### config.mk
export PLATFORM = sky130hd
export DESIGN_NAME = bpm_digit_splitter
export DESIGN_NICKNAME = d
export VERILOG_FILES = /design/src/rtl/bpm_digit_splitter.sv
export SDC_FILE = /design/constraint.sdc
export NUM_CORES = 1
export LEC_CHECK = 0
export CORE_MARGIN = 4
export CORE_UTILIZATION = 45
export DETAILED_ROUTE_END_ITERATION = 6
export GPL_TIMING_DRIVEN = 0
export PLACE_DENSITY = 0.68
export SLEW_MARGIN = 20
export SYNTH_ARGS = -nofsm -noshare
export SYNTH_HDL_FRONTEND = slang
export SYNTH_SLANG_ARGS = --single-unit
### constraint.sdc
create_clock -name clk -period 4.5 [get_ports clk]
set_input_delay 0.9 -clock clk [delete_from_list [all_inputs] [get_ports clk]]
set_output_delay 0.9 -clock clk [all_outputs]
set_load 0.03 [all_outputs]
### src/rtl/bpm_digit_splitter.sv
// Binary BPM to three decimal digits via repeated subtraction (IDLE/HUND/TENS/ONES).
// Optional leading-zero blank flags: define BPM_LEADING_ZERO_BLANK_EN.
module bpm_digit_splitter #(
  parameter int BPM_WIDTH = 10,
  parameter int MAX_VALUE = 999
) (
  input  logic                 clk,
  input  logic                 reset,
  input  logic [BPM_WIDTH-1:0] bpm,
  input  logic                 bpm_valid,
  output logic                 busy,
  output logic                 done,
  output logic [3:0]           digit_hundreds,
  output logic [3:0]           digit_tens,
  output logic [3:0]           digit_ones,
  output logic                 saturated,
  output logic [2:0]           digit_blank
);

  localparam logic [BPM_WIDTH-1:0] LP_MAX = BPM_WIDTH'(MAX_VALUE);
  localparam logic [BPM_WIDTH-1:0] LP_100 = BPM_WIDTH'(100);
  localparam logic [BPM_WIDTH-1:0] LP_10  = BPM_WIDTH'(10);

  typedef enum logic [1:0] {
    S_IDLE,
    S_HUND,
    S_TENS,
    S_ONES
  } state_t;

  state_t               r_state, w_state_nxt;
  logic [BPM_WIDTH-1:0] r_work, w_work_nxt;
  logic [3:0]           r_hund, w_hund_nxt;
  logic [3:0]           r_tens, w_tens_nxt;
  logic                 r_sat_pend, w_sat_pend_nxt;
  logic                 r_busy, w_busy_nxt;
  logic                 r_done, w_done_nxt;
  logic [3:0]           r_dig_h, r_dig_t, r_dig_o;
  logic                 r_sat;
  logic                 w_over;

  assign w_over = (bpm > LP_MAX);

  always_ff @(posedge clk or negedge reset) begin
    if (!reset) begin
      r_state <= S_IDLE;
    end else begin
      r_state <= w_state_nxt;
    end
  end

  always_comb begin
    w_state_nxt    = r_state;
    w_work_nxt     = r_work;
    w_hund_nxt     = r_hund;
    w_tens_nxt     = r_tens;
    w_sat_pend_nxt = r_sat_pend;
    w_busy_nxt     = r_busy;
    w_done_nxt     = 1'b0;
    case (r_state)
      S_IDLE: begin
        if (bpm_valid) begin
          w_work_nxt     = w_over ? LP_MAX : bpm;
          w_sat_pend_nxt = w_over;
          w_hund_nxt     = '0;
          w_tens_nxt     = '0;
          w_busy_nxt     = 1'b1;
          w_state_nxt    = S_HUND;
        end
      end
      S_HUND: begin
        if (r_work >= LP_100) begin
          w_work_nxt = r_work - LP_100;
          w_hund_nxt = r_hund + 4'd1;
        end else begin
          w_state_nxt = S_TENS;
        end
      end
      S_TENS: begin
        if (r_work >= LP_10) begin
          w_work_nxt = r_work - LP_10;
          w_tens_nxt = r_tens + 4'd1;
        end else begin
          w_state_nxt = S_ONES;
        end
      end
      S_ONES: begin
        w_done_nxt  = 1'b1;
        w_busy_nxt  = 1'b0;
        w_state_nxt = S_IDLE;
      end
      default: w_state_nxt = S_IDLE;
    endcase
  end

  always_ff @(posedge clk or negedge reset) begin
    if (!reset) begin
      r_work     <= '0;
      r_hund     <= '0;
      r_tens     <= '0;
      r_sat_pend <= 1'b0;
      r_busy     <= 1'b0;
      r_done     <= 1'b0;
    end else begin
      r_work     <= w_work_nxt;
      r_hund     <= w_hund_nxt;
      r_tens     <= w_tens_nxt;
      r_sat_pend <= w_sat_pend_nxt;
      r_busy     <= w_busy_nxt;
      r_done     <= w_done_nxt;
    end
  end

  // Published results only move on the ONES edge so the display can sample any cycle.
  always_ff @(posedge clk or negedge reset) begin
    if (!reset) begin
      r_dig_h <= '0;
      r_dig_t <= '0;
      r_dig_o <= '0;
      r_sat   <= 1'b0;
    end else if (r_state == S_ONES) begin
      r_dig_h <= r_hund;
      r_dig_t <= r_tens;
      r_dig_o <= r_work[3:0];
      r_sat   <= r_sat_pend;
    end
  end

`ifdef BPM_LEADING_ZERO_BLANK_EN
  logic [2:0] r_blank;

  always_ff @(posedge clk or negedge reset) begin
    if (!reset) begin
      r_blank <= '0;
    end else if (r_state == S_ONES) begin
      r_blank <= {(r_hund == 4'd0), (r_hund == 4'd0) && (r_tens == 4'd0), 1'b0};
    end
  end

  assign digit_blank = r_blank;
`else
  assign digit_blank = '0;
`endif

  assign busy           = r_busy;
  assign done           = r_done;
  assign digit_hundreds = r_dig_h;
  assign digit_tens     = r_dig_t;
  assign digit_ones     = r_dig_o;
  assign saturated      = r_sat;

endmodule

==> results of run 1 <==
area by class of cell:
class	instances	share of cell area [%]
inverter	9	1.258
clock buffer	6	3.075
multi-input combinational	164	43.94
timing repair buffer	28	10.62
tap	67	3.122
clock inverter	2	0.3728
buffer	15	4.054
sequential	36	33.55
worst reg2reg max path: stages (launching register included):
cell,delay (ns)
dfrtp_1,0.45
inv_1,0.11
ha_1,0.22
a2111o_1,0.48
or3_4,0.45
o21ai_4,0.19
or2_2,0.25
o31ai_1,0.11
sequential cells by signal, indices dropped and copies added, names as in the netlist:
signal / cells
done: 1
r_state: 2
r_hund: 4
saturated: 1
r_work: 10
r_tens: 4
r_sat_pend: 1
digit_ones: 4
digit_hundreds: 4
digit_tens: 4
busy: 1
power by group through the flow:
stage / sequential (mW) / combinational, mW / clock [mW]
detailed placement: 0.330 / 0.0266 / 0
floorplan: 0.330 / 0.00610 / 0
CTS: 0.323 / 0.0267 / 0.247
global placement: 0.330 / 0.0250 / 0
finish: 0.323 / 0.0261 / 0.243
global route: 0.323 / 0.0284 / 0.260
worst paths after layout:
| kind | end | from | slack [ns] | cells past startpoint |
|---|---|---|---|---|
| setup / recovery | r_work[6] | r_work[2] | 2.12 | 7 |
| hold / removal | r_work[7] | reset | 0.47 | 1 |
| setup reg to reg | r_work[6] | r_work[2] | 2.12 | 7 |
| hold reg to reg | digit_tens[0] | digit_tens[0] | 0.51 | 1 |
| max in group asynchronous | digit_hundreds[2] | reset | 3.59 | 2 |
| min in group clk | digit_tens[0] | digit_tens[0] | 0.51 | 1 |
placed cells by master, fill, tap and decap left out, types with 7 or more instances in the layout:
cell type        count
clkdlybuf4s50_1     26
dfrtp_1             36
ha_1                11
inv_1                8
mux2_2              15
nand2_1             17
nor2_1              16
o21ai_0             16
o21ai_1              7
o31ai_1              7
through the flow:
step / hold slack [ns] / cells / setup slack (ns)
3_3_place_gp: 0.4887 / 318 / 1.638
6_report: 0.4728 / 327 / 2.118
4_1_cts: 0.4727 / 327 / 2.133
5_1_grt: 0.4760 / 327 / 1.962
2_1_floorplan: 0.4736 / 224 / 2.439
3_5_place_dp: 0.4948 / 319 / 1.866
kinds of logic after synthesis:
logic type	count (synthesis)	share of synthesized area, %
AO/OA/AOI/OAI	63	19.93
XOR/XNOR	8	3.162
adder cells (fa/ha/maj)	11	6.211
buffers and inverters	24	6.436
flip-flops	36	40.65
multiplexers	20	9.881
other	1	0.1692
AND/OR/NAND/NOR	59	13.55
metal layers:
layer	share of wire, %	track usage, %	routed length, um
met1	46	24.12	2346
met2	46	28.51	2348
met3	5.4	4.014	272
met4	2.0	5.769	102
met5	0	0	0
==> flow_metrics.tcl, run 1 <==
set metrics [dict create \
    status "completed" \
    p_int_mw 0.4582 \
    multiInputGateArea_mm2 0.001180 \
    crit_family "compound AO/OA/AOI/OAI gates" \
    grt_pass1_wl_mm 8.631 \
    finalHoldViolations 0 \
    slew_headroom_pct 51.15 \
    power.leakage_nw 1.226 \
    cts_tree "done" \
    first_pass_iters 4 \
    post-route-period-util_pct 52.92 \
    clockPowerShare_pct 41.0 \
    routed_wl_mm 5.070 \
    p_per_area_mw_per_mm2 220.6 \
    initial_core_util_pct 46.61 \
    syn-cell-area_mm2 0.002216 \
    crit_slowest_cell "a2111o_1" \
    combPwrFrac_pct 4.4 \
    cts_root_buf "clkbuf_8" \
    htree_levels 2 \
    clockBufferDepth 2 \
    ant_nets 0 \
    synth_common_cells "dfrtp_1 (36), nand2_1 (17), nor2_1 (16), o21ai_0 (16), mux2_2 (15)" \
    fp.coreArea_mm2 0.004755 \
    grt_max_degree 28 \
    path_buf_inv 1 \
    worst_pin_slew_ns 0.7287 \
    worst-setup-path-type "reg2reg" \
    drive_gt1_share_pct 17.69 \
    fin_setup_tns_ns 0 \
    rsz0062_at_grt "no" \
    gp_congestion 0.8296 \
    hold_buffers 0 \
    io_buffers 27 \
    cts.repair.resized 0 \
    vias 1835 \
    seq_power_share_pct 54.6 \
    dpl-instance-area_mm2 0.002592 \
    fmax_mhz 419.9 \
    diodes 0 \
    final_nets 283 \
    synth_edf_count 0 \
    ys_top_cells_by_area "dfrtp_1 (41%), mux2_2 (7.6%), ha_1 (6.2%)" \
    cap_viol_max_count 0 \
    via_per_inst 5.612 \
    crit_chain "inv_1 -> ha_1 -> a2111o_1 -> or3_4 -> o21ai_4 -> or2_2 -> o31ai_1" \
    regArea_um2 900.9 \
    die_area_mm2 0.006111 \
    post_cts_buffers 0 \
    grt_overflow 0 \
    fillCellCount 451 \
    fp-row-count 25 \
    grt_pass1_vias 1757 \
    ys_seq_area_share_pct 40.65 \
    numCtsBuffers 5 \
    critPathRequiredTime_ns 4.67 \
    synth_warnings 0 \
    grt_usage_pct 17.87 \
    clock_insertion_delay_worst_skew_ns 0.30 \
    finalPower_mw 0.5922 \
    ys_ff_latch 36 \
    netlist.top_cell.by_area "dfrtp_1" \
    yosysUniqueCellTypes 51 \
    syn_inst 222 \
    pin_count 31 \
    fin_area_mm2 0.002685 \
    synth.top_cell.area_share_pct 40.65 \
    maxSlewViolCount 0 \
    swShare_pct 22.63 \
    synth.avg_cell_area_um2 9.981 \
    clock_skew_ns 0.01201 \
    clk_pin_slew_ns 0.07 \
    dp.final_hpwl_mm 3.675 \
    synth_most_common_cell "dfrtp_1" \
    synth_async_sr_flop_share_pct 100.0 \
    max_stage_delay_ns 0.48 \
    drc 0 \
    wl_per_cell_um 15.50 \
    final.min_clock_period_ns 2.382 \
    crit_path_start_kind "flop" \
    die_h_um 78.17 \
    area_delta_synth_final_pct 21.17 \
    ys.flop_type "dfrtp_1" \
    hp-class "in2async" \
    fin_util_pct 56.47 \
    cp.arrival_ns 2.56 \
    setup_viol 0 \
    path_max_fanout 7 \
    crit_path_end_kind "flop" \
    die_w_um 78.17 \
    drtIter0Drc 127 \
    cts.sinks 36 \
    antenna_found_initial 0 \
    switchingPower_mw 0.1340 \
    ir_drop_v 0.0001458 \
]
Power figures use the tool's default switching activity.
==> run 2, diff against run 1 <==
clock period = 2.2 ns   (was 4.5 ns; I/O delays follow)
==> flow_metrics.tcl, run 2 (synthesis results as in run 1) <==
set metrics [dict create \
    path_max_fanout 6 \
    dpl-instance-area_mm2 0.002592 \
    htree_levels 2 \
    pin_count 31 \
    status "complete, but fails checks" \
    worst_pin_slew_ns 0.5993 \
    crit_path_start_kind "flop" \
    initial_core_util_pct 46.61 \
    area_delta_synth_final_pct 29.02 \
    final_common_cell "dfrtp_1" \
    met3WireLength_um 272 \
    io_buffers 27 \
    first_pass_iters 4 \
    grt_usage_pct 18.28 \
    largest_register "r_work" \
    slew_headroom_pct 59.68 \
    clock_insertion_delay_worst_skew_ns 0.30 \
    dp.cells 319 \
    ir_drop_v 0.0002982 \
    crit_path_end_kind "flop" \
    diodes 0 \
    dr.max_layer_used "met4" \
    final_nets 296 \
    r2r_end "r_work[9]" \
    gp_congestion 0.8296 \
    max_stage_delay_ns 0.48 \
    grt_overflow 0 \
    largest_reg_flops 10 \
    fin_hold_ws_ns 0.006872 \
    drtIter0Drc 113 \
    grt_max_degree 28 \
    fp-row-count 25 \
    hold_buffers 0 \
    rsz0062_at_grt "yes" \
    seq_power_share_pct 54.4 \
    worst-setup-path-type "reg2reg" \
    cp.arrival_ns 2.41 \
    routed_wl_mm 5.362 \
    die_w_um 78.17 \
    met1Wirelength_mm 2.430 \
    clockBufferDepth 2 \
    die_area_mm2 0.006111 \
    power.leakage_nw 1.292 \
    cts_tree "done" \
    cap_viol_max_count 0 \
    clk_pin_slew_ns 0.07 \
    r2r-start "r_work[3]" \
    fmax_mhz 446.9 \
    die_h_um 78.17 \
    grt_pass1_vias 1796 \
    clockPowerShare_pct 41.1 \
    drive_gt1_share_pct 26.37 \
    r2r_slack_ns -0.04 \
    drc 0 \
    layout_setup_ws_ns -0.03786 \
    post-route-period-util_pct 101.7 \
    maxSlewViolCount 0 \
    dp.final_hpwl_mm 3.675 \
    critPathRequiredTime_ns 2.37 \
    cts.sinks 36 \
    met2WireLength_mm 2.559 \
    final_cells 340 \
    via_per_inst 5.547 \
    fp.coreArea_mm2 0.004755 \
    crit_chain "ha_4 -> a2111o_1 -> or3_4 -> o21ai_4 -> or2_4 -> o22ai_2" \
    wl_per_cell_um 15.77 \
    setup_viol 6 \
    violations "negative setup slack" \
    crit_slowest_cell "a2111o_1" \
    antenna_found_initial 0 \
    final_cell_mix "dfrtp_1 (34), clkdlybuf4s50_1 (26), nand2_1 (17), nor2_1 (16)" \
    vias 1886 \
    ant_nets 0 \
    numCtsBuffers 5 \
    clock_skew_ns 0.01216 \
    p_per_area_mw_per_mm2 424.8 \
    pre_cts_slack_ns -0.1561 \
    grt_pass1_wl_mm 8.818 \
    final.min_clock_period_ns 2.238 \
    cts_root_buf "clkbuf_8" \
    combPwrFrac_pct 4.4 \
    fin_area_mm2 0.002859 \
    rr_worst_depth 6 \
    finalHoldViolations 0 \
    hp-class "in2async" \
    p_int_mw 0.9372 \
    switchingPower_mw 0.2773 \
    swShare_pct 22.83 \
]
-- run 2: worst max-delay path by stage --
stage | startpoint | endpoint | slack [ns] | cells after the start
after floorplan | r_work[2] | r_work[5] | 0.14 | 7
after detailed placement | r_work[2] | r_work[6] | -0.16 | 7
after global placement | reset | digit_ones[0] | -0.20 | 1
after CTS | r_work[2] | r_work[5] | 0.004 | 7
final | r_work[3] | r_work[9] | -0.04 | 6
after global routing | r_work[2] | r_work[9] | -0.14 | 7
-- run 2: power by group through the flow --
stage	Clock [mW]	Combinational, mW	Sequential, mW
finish	0.500	0.0535	0.661
global route	0.532	0.0582	0.661
CTS	0.505	0.0546	0.661
detailed placement	0	0.0545	0.674
global placement	0	0.0510	0.674
floorplan	0	0.0125	0.674
-- run 2: what timing repair did --
item / CTS / global route
endpoints found under the setup margin: 12 / 12
resized for setup: 7 / 13
buffers inserted: 5 / 7
pin swaps: 4 / 11
hold endpoints to repair: 0 / 0
cloned: 1 / 0
-- run 2: critical path, delay by kind of cell, from the launching register on --
| family | cells | cell delay [ns] |
|---|---|---|
| AO/OA/AOI/OAI | 3 | 0.79 |
| flip-flops | 1 | 0.46 |
| AND/OR/NAND/NOR | 2 | 0.69 |
| adder cells (fa/ha/maj) | 1 | 0.18 |
-- run 2: layer usage --
metal / GRT usage (%) / up-vias
met1: 24.71 / 916
met4: 5.420 / 0
met2: 29.62 / 57
met5: 0 / -
met3: 3.784 / 11
li1: - / 902
-- run 2: through the flow --
| stage | util [%] | total power [mW] | setup TNS, ns |
|---|---|---|---|
| final | 60.13 | 1.215 | -0.1475 |
| after detailed placement | 54.53 | 0.7287 | -1.373 |
| after CTS | 57.84 | 1.221 | 0 |
| after global routing | 60.13 | 1.251 | -1.069 |
| after global placement | 54.21 | 0.7254 | -8.241 |
| after floorplan | - | 0.6869 | 0 |
-- run 2: final cells by class --
class / instances / area (um^2)
plain buffers: 15 / 108.9
clock buffers: 6 / 82.58
clock inverters: 2 / 10.01
fillers: 430 / 1896
inverters: 9 / 33.78
multi-input cells: 164 / 1250
flip-flops and latches: 36 / 903.4
well taps: 67 / 83.83
repair buffers: 41 / 386.6
==> run 3, diff against run 2 <==
CORE_MARGIN = default   (was 4)
==> flow_metrics.tcl, run 3 (synthesis results as in run 1) <==
set metrics [dict create \
    status "completed" \
    grt_usage_pct 21.62 \
    hold_buffers 0 \
    via_per_inst 5.538 \
    layout_setup_ws_ns 0.02184 \
    grtUsageMet3_pct 4.583 \
    worst_pin_slew_ns 0.6273 \
    final_cells 338 \
    path_max_fanout 6 \
    cts_tree "done" \
    grt_max_degree 28 \
    fp-row-count 25 \
    crit_slowest_cell "a2111o_1" \
    routed_wl_mm 5.128 \
    drc 0 \
    final_cell_mix "dfrtp_1 (34), clkdlybuf4s50_1 (26), nand2_1 (17), nor2_1 (16)" \
    gp_congestion 0.8975 \
    numCtsBuffers 5 \
    clk_pin_slew_ns 0.07 \
    fillCellCount 400 \
    fmax_mhz 459.1 \
    post-route-period-util_pct 99.01 \
    vias 1872 \
    crit_path_end_kind "flop" \
    grt_overflow 0 \
    drive_gt1_share_pct 23.99 \
    clock_insertion_delay_worst_skew_ns 0.29 \
    initial_core_util_pct 46.91 \
    final_nets 294 \
    io_buffers 27 \
    pre_cts_slack_ns -0.1642 \
    setup_viol 0 \
    area_delta_synth_final_pct 28.18 \
    maxSlewViolCount 0 \
    die_area_mm2 0.005209 \
    largest_register "r_work" \
    antenna_found_initial 0 \
    crit_chain "inv_2 -> ha_4 -> a2111o_1 -> or3_4 -> o21ai_4 -> or2_4 -> o31ai_1" \
    cts_root_buf "clkbuf_8" \
    path_buf_inv 1 \
    hp-class "in2async" \
    worst-setup-path-type "reg2reg" \
    ir_drop_v 0.0004011 \
    p_per_area_mw_per_mm2 456.0 \
    drtIter0Drc 103 \
    grt_pass1_wl_mm 8.535 \
    clockBufferDepth 2 \
    finalHoldViolations 0 \
    fp.coreArea_mm2 0.004723 \
    cts.sinks 36 \
    dp.final_hpwl_mm 3.596 \
    diodes 0 \
    grt-busiest-layer "met2" \
    dp.cells 319 \
    final.min_clock_period_ns 2.178 \
    crit_path_start_kind "flop" \
    final_common_cell "dfrtp_1" \
    met2_usage_pct 33.64 \
    power.leakage_nw 1.285 \
    rsz0062_at_grt "yes" \
    max_stage_delay_ns 0.43 \
    met1_usage_pct 29.44 \
    pin_count 31 \
    first_pass_iters 5 \
    critPathRequiredTime_ns 2.37 \
    ant_nets 0 \
    crit_family "compound AO/OA/AOI/OAI gates" \
    clock_skew_ns 0.006292 \
    slew_headroom_pct 57.80 \
    grt_pass1_vias 1755 \
    htree_levels 2 \
    largest_reg_flops 10 \
    cp.arrival_ns 2.35 \
    die_h_um 72.17 \
    wl_per_cell_um 15.17 \
    cap_viol_max_count 0 \
    die_w_um 72.17 \
]
==> run 3: cell types whose count changed in the layout (fill, tap and decap cells not counted), moves of 2 or more <==
| cell | previous run | this run |
|---|---|---|
| o21ai_2 | 4 | 2 |
| o21ai_1 | 4 | 6 |
| buf_4 | 15 | 13 |
| o31ai_2 | 3 | 1 |
| o31ai_1 | 3 | 6 |
==> run 3: path summary, 6_finish.rpt <==
| path | from | end | slack (ns) | depth (start not counted) |
|---|---|---|---|---|
| min in group clk | r_sat_pend | saturated | 0.51 | 1 |
| hold reg to reg | r_sat_pend | saturated | 0.51 | 1 |
| max in group asynchronous | reset | r_hund[3] | 1.76 | 2 |
| setup reg to reg | r_work[2] | r_work[5] | 0.02 | 7 |
| hold / removal | reset | r_work[4] | 0.01 | 1 |
| setup / recovery | r_work[2] | r_work[5] | 0.02 | 7 |
==> run 3: power by group <==
group	internal, mW	total [mW]	leakage, nW	switching (mW)
Clock	0.336	0.580	0.0552	0.244
Combinational	0.0259	0.0534	0.773	0.0275
Sequential	0.661	0.661	0.457	0
Total	1.02	1.30	1.28	0.272
==> run 3: layout make-up <==
class                      count  area (um^2)  area share [%]
sequential                    36        903.4           31.81
clock buffer                   6        72.57           2.555
timing repair buffer          39        371.6           13.08
buffer                        15        108.9           3.833
multi-input combinational    164         1231           43.35
tap                           67        83.83           2.952
clock inverter                 2        35.03           1.233
inverter                       9        33.78           1.189
==> run 3: stage by stage <==
| stage | util, % | total power, mW | area (um^2) | hold WS [ns] | setup TNS, ns |
|---|---|---|---|---|---|
| floorplan | - | 0.6869 | 2223 | 0.1444 | 0 |
| global route | 60.13 | 1.336 | 2840 | 0.03232 | -0.1874 |
| finish | 60.13 | 1.295 | 2840 | 0.01295 | 0 |
| global placement | 54.57 | 0.7253 | 2577 | 0.4886 | -8.589 |
| detailed placement | 54.89 | 0.7288 | 2592 | 0.3290 | -1.464 |
| CTS | 59.07 | 1.308 | 2790 | 0.01416 | -0.05900 |
==> run 3: what timing repair did <==
action	CTS	global route
hold endpoints to repair	0	0
buffers inserted	6	4
resized for setup	13	3
endpoints found under the setup margin	13	13
pin swaps	8	4
gates cloned	1	0
==> run 3: metal layers <==
layer | vias to the layer above | part of all wire (%)
met4 | 0 | 1.9
li1 | 903 | -
met3 | 10 | 4.2
met1 | 910 | 49
met2 | 49 | 45
met5 | - | 0
